[src/rtl/program_loader_if.sv]
// Byte-stream and instruction-memory write bus for the boot-time program loader.
// The master modport is the loader itself; the slave modport is the byte
// source / memory / CPU-control side of the same wires.
interface program_loader_if;
    logic        start;
    logic [7:0]  byte_in;
    logic        byte_valid;
    logic        byte_ready;
    logic        imem_we;
    logic [15:0] imem_addr;
    logic [15:0] imem_data;
    logic        cpu_hold;
    logic        done;
    logic        error;
    logic [15:0] loaded_count;

    modport master (
        input  start,
        input  byte_in,
        input  byte_valid,
        output byte_ready,
        output imem_we,
        output imem_addr,
        output imem_data,
        output cpu_hold,
        output done,
        output error,
        output loaded_count
    );

    modport slave (
        output start,
        output byte_in,
        output byte_valid,
        input  byte_ready,
        input  imem_we,
        input  imem_addr,
        input  imem_data,
        input  cpu_hold,
        input  done,
        input  error,
        input  loaded_count
    );
endinterface

[src/rtl/program_loader.sv]
// Boot-time writer for the CPU's 16-bit instruction memory.
// Receives a length-prefixed, big-endian byte stream, writes the words to
// consecutive addresses from 0, and holds the CPU until the load is complete.
// Optional feature: define PROGRAM_LOADER_CHECKSUM_EN to append and verify a
// 16-bit wrapping checksum of all written words after the last word.
module program_loader #(
    parameter int DEPTH = 64
) (
    input  logic             clk,
    input  logic             reset,
    program_loader_if.master bus
);

`ifdef PROGRAM_LOADER_CHECKSUM_EN
    typedef enum logic [3:0] {
        S_IDLE, S_LEN_HI, S_LEN_LO, S_DATA_HI, S_DATA_LO,
        S_WRITE, S_CSUM_HI, S_CSUM_LO, S_DONE, S_ERR
    } state_t;
`else
    typedef enum logic [3:0] {
        S_IDLE, S_LEN_HI, S_LEN_LO, S_DATA_HI, S_DATA_LO,
        S_WRITE, S_DONE, S_ERR
    } state_t;
`endif

    localparam logic [15:0] DEPTH_W = 16'(DEPTH);

    state_t      r_state;
    state_t      w_nextState;

    logic [7:0]  r_lenHi;
    logic [15:0] r_len;
    logic [7:0]  r_hi;
    logic [7:0]  r_lo;
    logic [15:0] r_count;
`ifdef PROGRAM_LOADER_CHECKSUM_EN
    logic [15:0] r_sum;
    logic [7:0]  r_csumHi;
    logic [15:0] w_csumRx;
`endif

    logic        w_byteReady;
    logic        w_xfer;
    logic        w_startOk;
    logic [15:0] w_lenN;
    logic        w_lenBad;
    logic [15:0] w_countNext;
    logic        w_moreWords;
    logic [15:0] w_word;

    assign w_xfer      = bus.byte_valid && w_byteReady;
    assign w_startOk   = bus.start &&
                         (r_state == S_IDLE || r_state == S_DONE || r_state == S_ERR);
    assign w_lenN      = {r_lenHi, bus.byte_in};
    assign w_lenBad    = (w_lenN == 16'd0) || (w_lenN > DEPTH_W);
    assign w_countNext = r_count + 16'd1;
    assign w_moreWords = w_countNext < r_len;
    assign w_word      = {r_hi, r_lo};
`ifdef PROGRAM_LOADER_CHECKSUM_EN
    assign w_csumRx    = {r_csumHi, bus.byte_in};
`endif

    // State register; reset abandons any load in progress immediately.
    always_ff @(posedge clk) begin
        if (reset) begin
            r_state <= S_IDLE;
        end else begin
            r_state <= w_nextState;
        end
    end

    // Next-state logic: byte states advance only on an accepted transfer, WRITE is one cycle.
    always_comb begin
        w_nextState = r_state;
        unique case (r_state)
            S_IDLE: begin
                if (w_startOk) w_nextState = S_LEN_HI;
            end
            S_LEN_HI: begin
                if (w_xfer) w_nextState = S_LEN_LO;
            end
            S_LEN_LO: begin
                if (w_xfer) w_nextState = w_lenBad ? S_ERR : S_DATA_HI;
            end
            S_DATA_HI: begin
                if (w_xfer) w_nextState = S_DATA_LO;
            end
            S_DATA_LO: begin
                if (w_xfer) w_nextState = S_WRITE;
            end
            S_WRITE: begin
                if (w_moreWords) begin
                    w_nextState = S_DATA_HI;
                end else begin
`ifdef PROGRAM_LOADER_CHECKSUM_EN
                    w_nextState = S_CSUM_HI;
`else
                    w_nextState = S_DONE;
`endif
                end
            end
`ifdef PROGRAM_LOADER_CHECKSUM_EN
            S_CSUM_HI: begin
                if (w_xfer) w_nextState = S_CSUM_LO;
            end
            S_CSUM_LO: begin
                if (w_xfer) w_nextState = (w_csumRx == r_sum) ? S_DONE : S_ERR;
            end
`endif
            S_DONE: begin
                if (w_startOk) w_nextState = S_LEN_HI;
            end
            S_ERR: begin
                if (w_startOk) w_nextState = S_LEN_HI;
            end
            default: begin
                w_nextState = S_IDLE;
            end
        endcase
    end

    // Ready is offered only in states that consume a stream byte.
    always_comb begin
        w_byteReady = 1'b0;
        case (r_state)
            S_LEN_HI, S_LEN_LO, S_DATA_HI, S_DATA_LO: w_byteReady = 1'b1;
`ifdef PROGRAM_LOADER_CHECKSUM_EN
            S_CSUM_HI, S_CSUM_LO:                     w_byteReady = 1'b1;
`endif
            default:                                  w_byteReady = 1'b0;
        endcase
    end

    // Datapath: capture length and word bytes, count written words, and track the running sum.
    always_ff @(posedge clk) begin
        if (reset) begin
            r_lenHi  <= 8'd0;
            r_len    <= 16'd0;
            r_hi     <= 8'd0;
            r_lo     <= 8'd0;
            r_count  <= 16'd0;
`ifdef PROGRAM_LOADER_CHECKSUM_EN
            r_sum    <= 16'd0;
            r_csumHi <= 8'd0;
`endif
        end else begin
            if (w_startOk) begin
                r_count <= 16'd0;
`ifdef PROGRAM_LOADER_CHECKSUM_EN
                r_sum   <= 16'd0;
`endif
            end
            case (r_state)
                S_LEN_HI:  if (w_xfer) r_lenHi <= bus.byte_in;
                S_LEN_LO:  if (w_xfer) r_len   <= w_lenN;
                S_DATA_HI: if (w_xfer) r_hi    <= bus.byte_in;
                S_DATA_LO: if (w_xfer) r_lo    <= bus.byte_in;
                S_WRITE: begin
                    r_count <= w_countNext;
`ifdef PROGRAM_LOADER_CHECKSUM_EN
                    r_sum   <= r_sum + w_word;
`endif
                end
`ifdef PROGRAM_LOADER_CHECKSUM_EN
                S_CSUM_HI: if (w_xfer) r_csumHi <= bus.byte_in;
`endif
                default: begin
                end
            endcase
        end
    end

    // Address and data are gated to the write cycle so the bus never shows
    // the post-load count, which can equal DEPTH.
    assign bus.byte_ready   = w_byteReady;
    assign bus.imem_we      = (r_state == S_WRITE);
    assign bus.imem_addr    = (r_state == S_WRITE) ? r_count : 16'd0;
    assign bus.imem_data    = (r_state == S_WRITE) ? w_word  : 16'd0;
    assign bus.cpu_hold     = !(r_state == S_IDLE || r_state == S_DONE);
    assign bus.done         = (r_state == S_DONE);
    assign bus.error        = (r_state == S_ERR);
    assign bus.loaded_count = r_count;

endmodule

[src/flat_wrapper.sv]
// flat-port wrapper written by rule: the top's interface ports become plain ports
module program_loader_flat 
#(
    parameter int DEPTH = 64
)
  (clk, reset, bus_start, bus_byte_in, bus_byte_valid, bus_byte_ready, bus_imem_we, bus_imem_addr, bus_imem_data, bus_cpu_hold, bus_done, bus_error, bus_loaded_count);
  program_loader_if bus_i ();
  input  logic clk;
  input  logic reset;
  input wire logic [$bits(bus_i.start)-1:0] bus_start;
  input wire logic [$bits(bus_i.byte_in)-1:0] bus_byte_in;
  input wire logic [$bits(bus_i.byte_valid)-1:0] bus_byte_valid;
  output wire logic [$bits(bus_i.byte_ready)-1:0] bus_byte_ready;
  output wire logic [$bits(bus_i.imem_we)-1:0] bus_imem_we;
  output wire logic [$bits(bus_i.imem_addr)-1:0] bus_imem_addr;
  output wire logic [$bits(bus_i.imem_data)-1:0] bus_imem_data;
  output wire logic [$bits(bus_i.cpu_hold)-1:0] bus_cpu_hold;
  output wire logic [$bits(bus_i.done)-1:0] bus_done;
  output wire logic [$bits(bus_i.error)-1:0] bus_error;
  output wire logic [$bits(bus_i.loaded_count)-1:0] bus_loaded_count;
  assign bus_i.start = bus_start;
  assign bus_i.byte_in = bus_byte_in;
  assign bus_i.byte_valid = bus_byte_valid;
  assign bus_byte_ready = bus_i.byte_ready;
  assign bus_imem_we = bus_i.imem_we;
  assign bus_imem_addr = bus_i.imem_addr;
  assign bus_imem_data = bus_i.imem_data;
  assign bus_cpu_hold = bus_i.cpu_hold;
  assign bus_done = bus_i.done;
  assign bus_error = bus_i.error;
  assign bus_loaded_count = bus_i.loaded_count;
  program_loader #(.DEPTH(DEPTH)) u_core (.clk(clk), .reset(reset), .bus(bus_i));
endmodule
[config.mk]
export PLATFORM = sky130hd
export DESIGN_NAME = program_loader_flat
export DESIGN_NICKNAME = d
export VERILOG_FILES = /design/src/rtl/program_loader_if.sv /design/src/rtl/program_loader.sv /design/src/flat_wrapper.sv
export SDC_FILE = /design/constraint.sdc
export NUM_CORES = 1
export LEC_CHECK = 0
export BUFFER_PORTS_ARGS = -buffer_cell sky130_fd_sc_hd__buf_2
export CORE_MARGIN = 8
export CORE_UTILIZATION = 35
export CTS_CLUSTER_DIAMETER = 100
export DETAILED_ROUTE_END_ITERATION = 10
export HOLD_SLACK_MARGIN = 0.03
export PLACE_DENSITY = 0.64
export SYNTH_ARGS = -nofsm -noshare
export SYNTH_HDL_FRONTEND = slang
export SYNTH_SLANG_ARGS = --single-unit
[constraint.sdc]
create_clock -name clk -period 2.7 [get_ports clk]
set_input_delay 0.405 -clock clk [delete_from_list [all_inputs] [get_ports clk]]
set_output_delay 0.405 -clock clk [all_outputs]
set_load 0.1 [all_outputs]
==> metrics.cfg <==
[floorplan]
start_util=0.363
io_pins=65
rows=34
die_width_um=111
die_area_um2=12400
core_area_um2=8760
die_h_um=111

[logic_synthesis]
yosys_register_bits=59
synth_edf_count=0
ys_top_cells_by_count=nand2_1 (74), dfxtp_1 (59), a21oi_1 (48)
yosysSeqAreaShare=0.372
synth_area_leader_cell=dfxtp_1
ys_warn_count=0
syn_nets=435
syn_area_um2=3180
yosysUniqueCellTypes=49
async_flop_share=0
syn_area_per_cell_um2=7.81
synth_flop_cell=dfxtp_1
ys_top_cells_by_area=dfxtp_1 (37%), nand2_1 (8.7%), a21oi_1 (7.6%)
synth_top_area_frac=0.372
postSynthCellCount=407
yosysMostFrequentCell=nand2_1

[hold_path]
worstHoldStart=bus_byte_in[2]
hold_depth=3
hold_class=in -> reg

[setup_path]
worst-setup-path-type=reg -> reg
crit_path_max_fanout=7
critPathRequiredTime_ns=2.93
start_kind=register
crit_start=u_core.bus.loaded_count[3]$_SDFFE_PP0P_
crit_arrival_ns=2.86
rr_worst_depth=10
crit_path_end_kind=register
worstReg2RegStart=u_core.bus.loaded_count[3]$_SDFFE_PP0P_

[grt]
antenna_found_initial=0
grt_pass1_vias=2921
grt_first_pass_wirelength_um=14800
grt_usage=0.140
grt_max_degree=44
grt.overflow.total=0

[timing]
min_period_ns=2.63
final.period_utilization=0.972
setup_viol=0
fin_worst_skew_ns=0.00916
fmax_mhz=381
rsz0062_at_grt=yes
worst_slew_pin_slew_ns=0.590
final.setup.tns_ns=0
relSlewSlack=0.606
slew_viol_final=0
hold_viol=0

[cells_and_area]
final_layout_size_suffix_gt1_frac=0.291
layout.nets=507
diodes=0
final_cells=592
syn_to_final_growth_pct=41.6

[placement]
post-place-cells=563
routabilityCongestion=0.830
hpwl_um=6290
numPortBuffers=64

[power]
p_per_area_nw_per_um2=476
p_total_mw=2.14
irDropWorstVdd_uv=424
leakage_nw=1.82

[clock_network]
clkLatencyLatePin_ns=0.34
path_clk_slew_ns=0.08
root_buffer=clkbuf_8
htreeDepth=3
cts_tree=yes
clock_path_buffers=2
clock_sinks=59
numCtsBuffers=9

[drt]
drc=0
drt_first_pass_iters=4
routedWlPerCell_um=14.7
antenna_left=0
via_count=3015
drt-vias-per-instance=5.09
routed_wl_um=8720
dr.first_iter.drc_count=126

[job]
max_cap_violations=0

[status]
status=complete, no violations

[state kept, by name, indices dropped and copies added (netlist names)]
name,flops
u_core.bus.loaded_count,16
u_core.r_state,3
u_core.r_lenHi,8
u_core.r_lo,8
u_core.r_hi,8
u_core.r_len,16
[cell type report]
class,count,area [µm²]
clock buffer,9,124
clock inverter,7,123
fill,827,4260
inverter,23,86.3
multi-input combinational,302,1900
sequential,59,1230
tap,108,135
timing repair buffer,84,906
[logic make-up (layout without fill, tap and decap cells)]
family                   Yosys count  count (layout)  synth area share
AND/OR/NAND/NOR                  177             177             0.280
adder cells (fa/ha/maj)           16              16            0.0630
XOR/XNOR                          17              17            0.0468
AO/OA/AOI/OAI                     82              82             0.150
flip-flops                        59              59             0.372
multiplexers                      10              10            0.0323
buffers and inverters             46             123            0.0563
[power breakdown]
part	switching (mW)	leakage, nW	total (mW)	internal, mW
Combinational	0.170	1.21	0.243	0.0725
Sequential	0.0211	0.487	0.898	0.877
Clock	0.381	0.124	1.00	0.620
Total	0.572	1.82	2.14	1.57
[worst paths after layout]
| check | end | slack [ns] |
|---|---|---|
| setup / recovery | u_core.r_state[2]$_SDFFE_PP0P_ | 0.07 |
| hold / removal | u_core.r_hi[2]$_SDFFE_PP0P_ | 0.35 |
| hold reg to reg | u_core.r_lo[3]$_SDFFE_PP0P_ | 0.45 |
| setup reg to reg | u_core.r_state[2]$_SDFFE_PP0P_ | 0.07 |
[placed cells by master (no fill, tap or decap), drive strengths merged, types with 8 or more instances in the layout]
| cell type | instances |
|---|---|
| nand2 | 74 |
| nor3 | 8 |
| mux2i | 8 |
| inv | 25 |
| nand3 | 13 |
| xnor2 | 12 |
| and2 | 28 |
| nor2 | 27 |
| o21ai | 12 |
| buf | 84 |
| a21oi | 48 |
| ha | 16 |
| dfxtp | 59 |
| clkbuf | 9 |
[routing by layer]
layer / vias up / part of all wire / global-route usage
met5: - / 0 / 0
met4: 0 / 0.0092 / 0.0284
met3: 8 / 0.068 / 0.0579
met2: 83 / 0.45 / 0.217
met1: 1399 / 0.48 / 0.178
li1: 1525 / - / -
[through the flow]
stage	utilization	setup slack, ns	hold WS, ns	area (µm²)
floorplan	-	-0.0102	0.432	3260
global placement	0.468	0.155	0.438	4100
detailed placement	0.468	0.100	0.443	4100
CTS	0.496	0.0841	0.336	4350
global route	0.514	-0.0361	0.351	4500
finish	0.514	0.0744	0.351	4500
[repair_timing]
action                                  CTS  global route
gates resized for setup                   0             9
endpoints found under the setup margin    0             2
buffers inserted                          0            13
hold buffers                              0             0
[worst max-delay path, cell delays in order (launching register included)]
cell      delay, ns
dfxtp_4        0.38
and4_4         0.25
nor4b_4        0.33
buf_4          0.19
xor2_2         0.15
ha_1           0.27
and4_1         0.21
nand2_1        0.10
o221ai_1       0.14
a211o_1        0.31
a22o_1         0.21
Power figures use the tool's default switching activity.
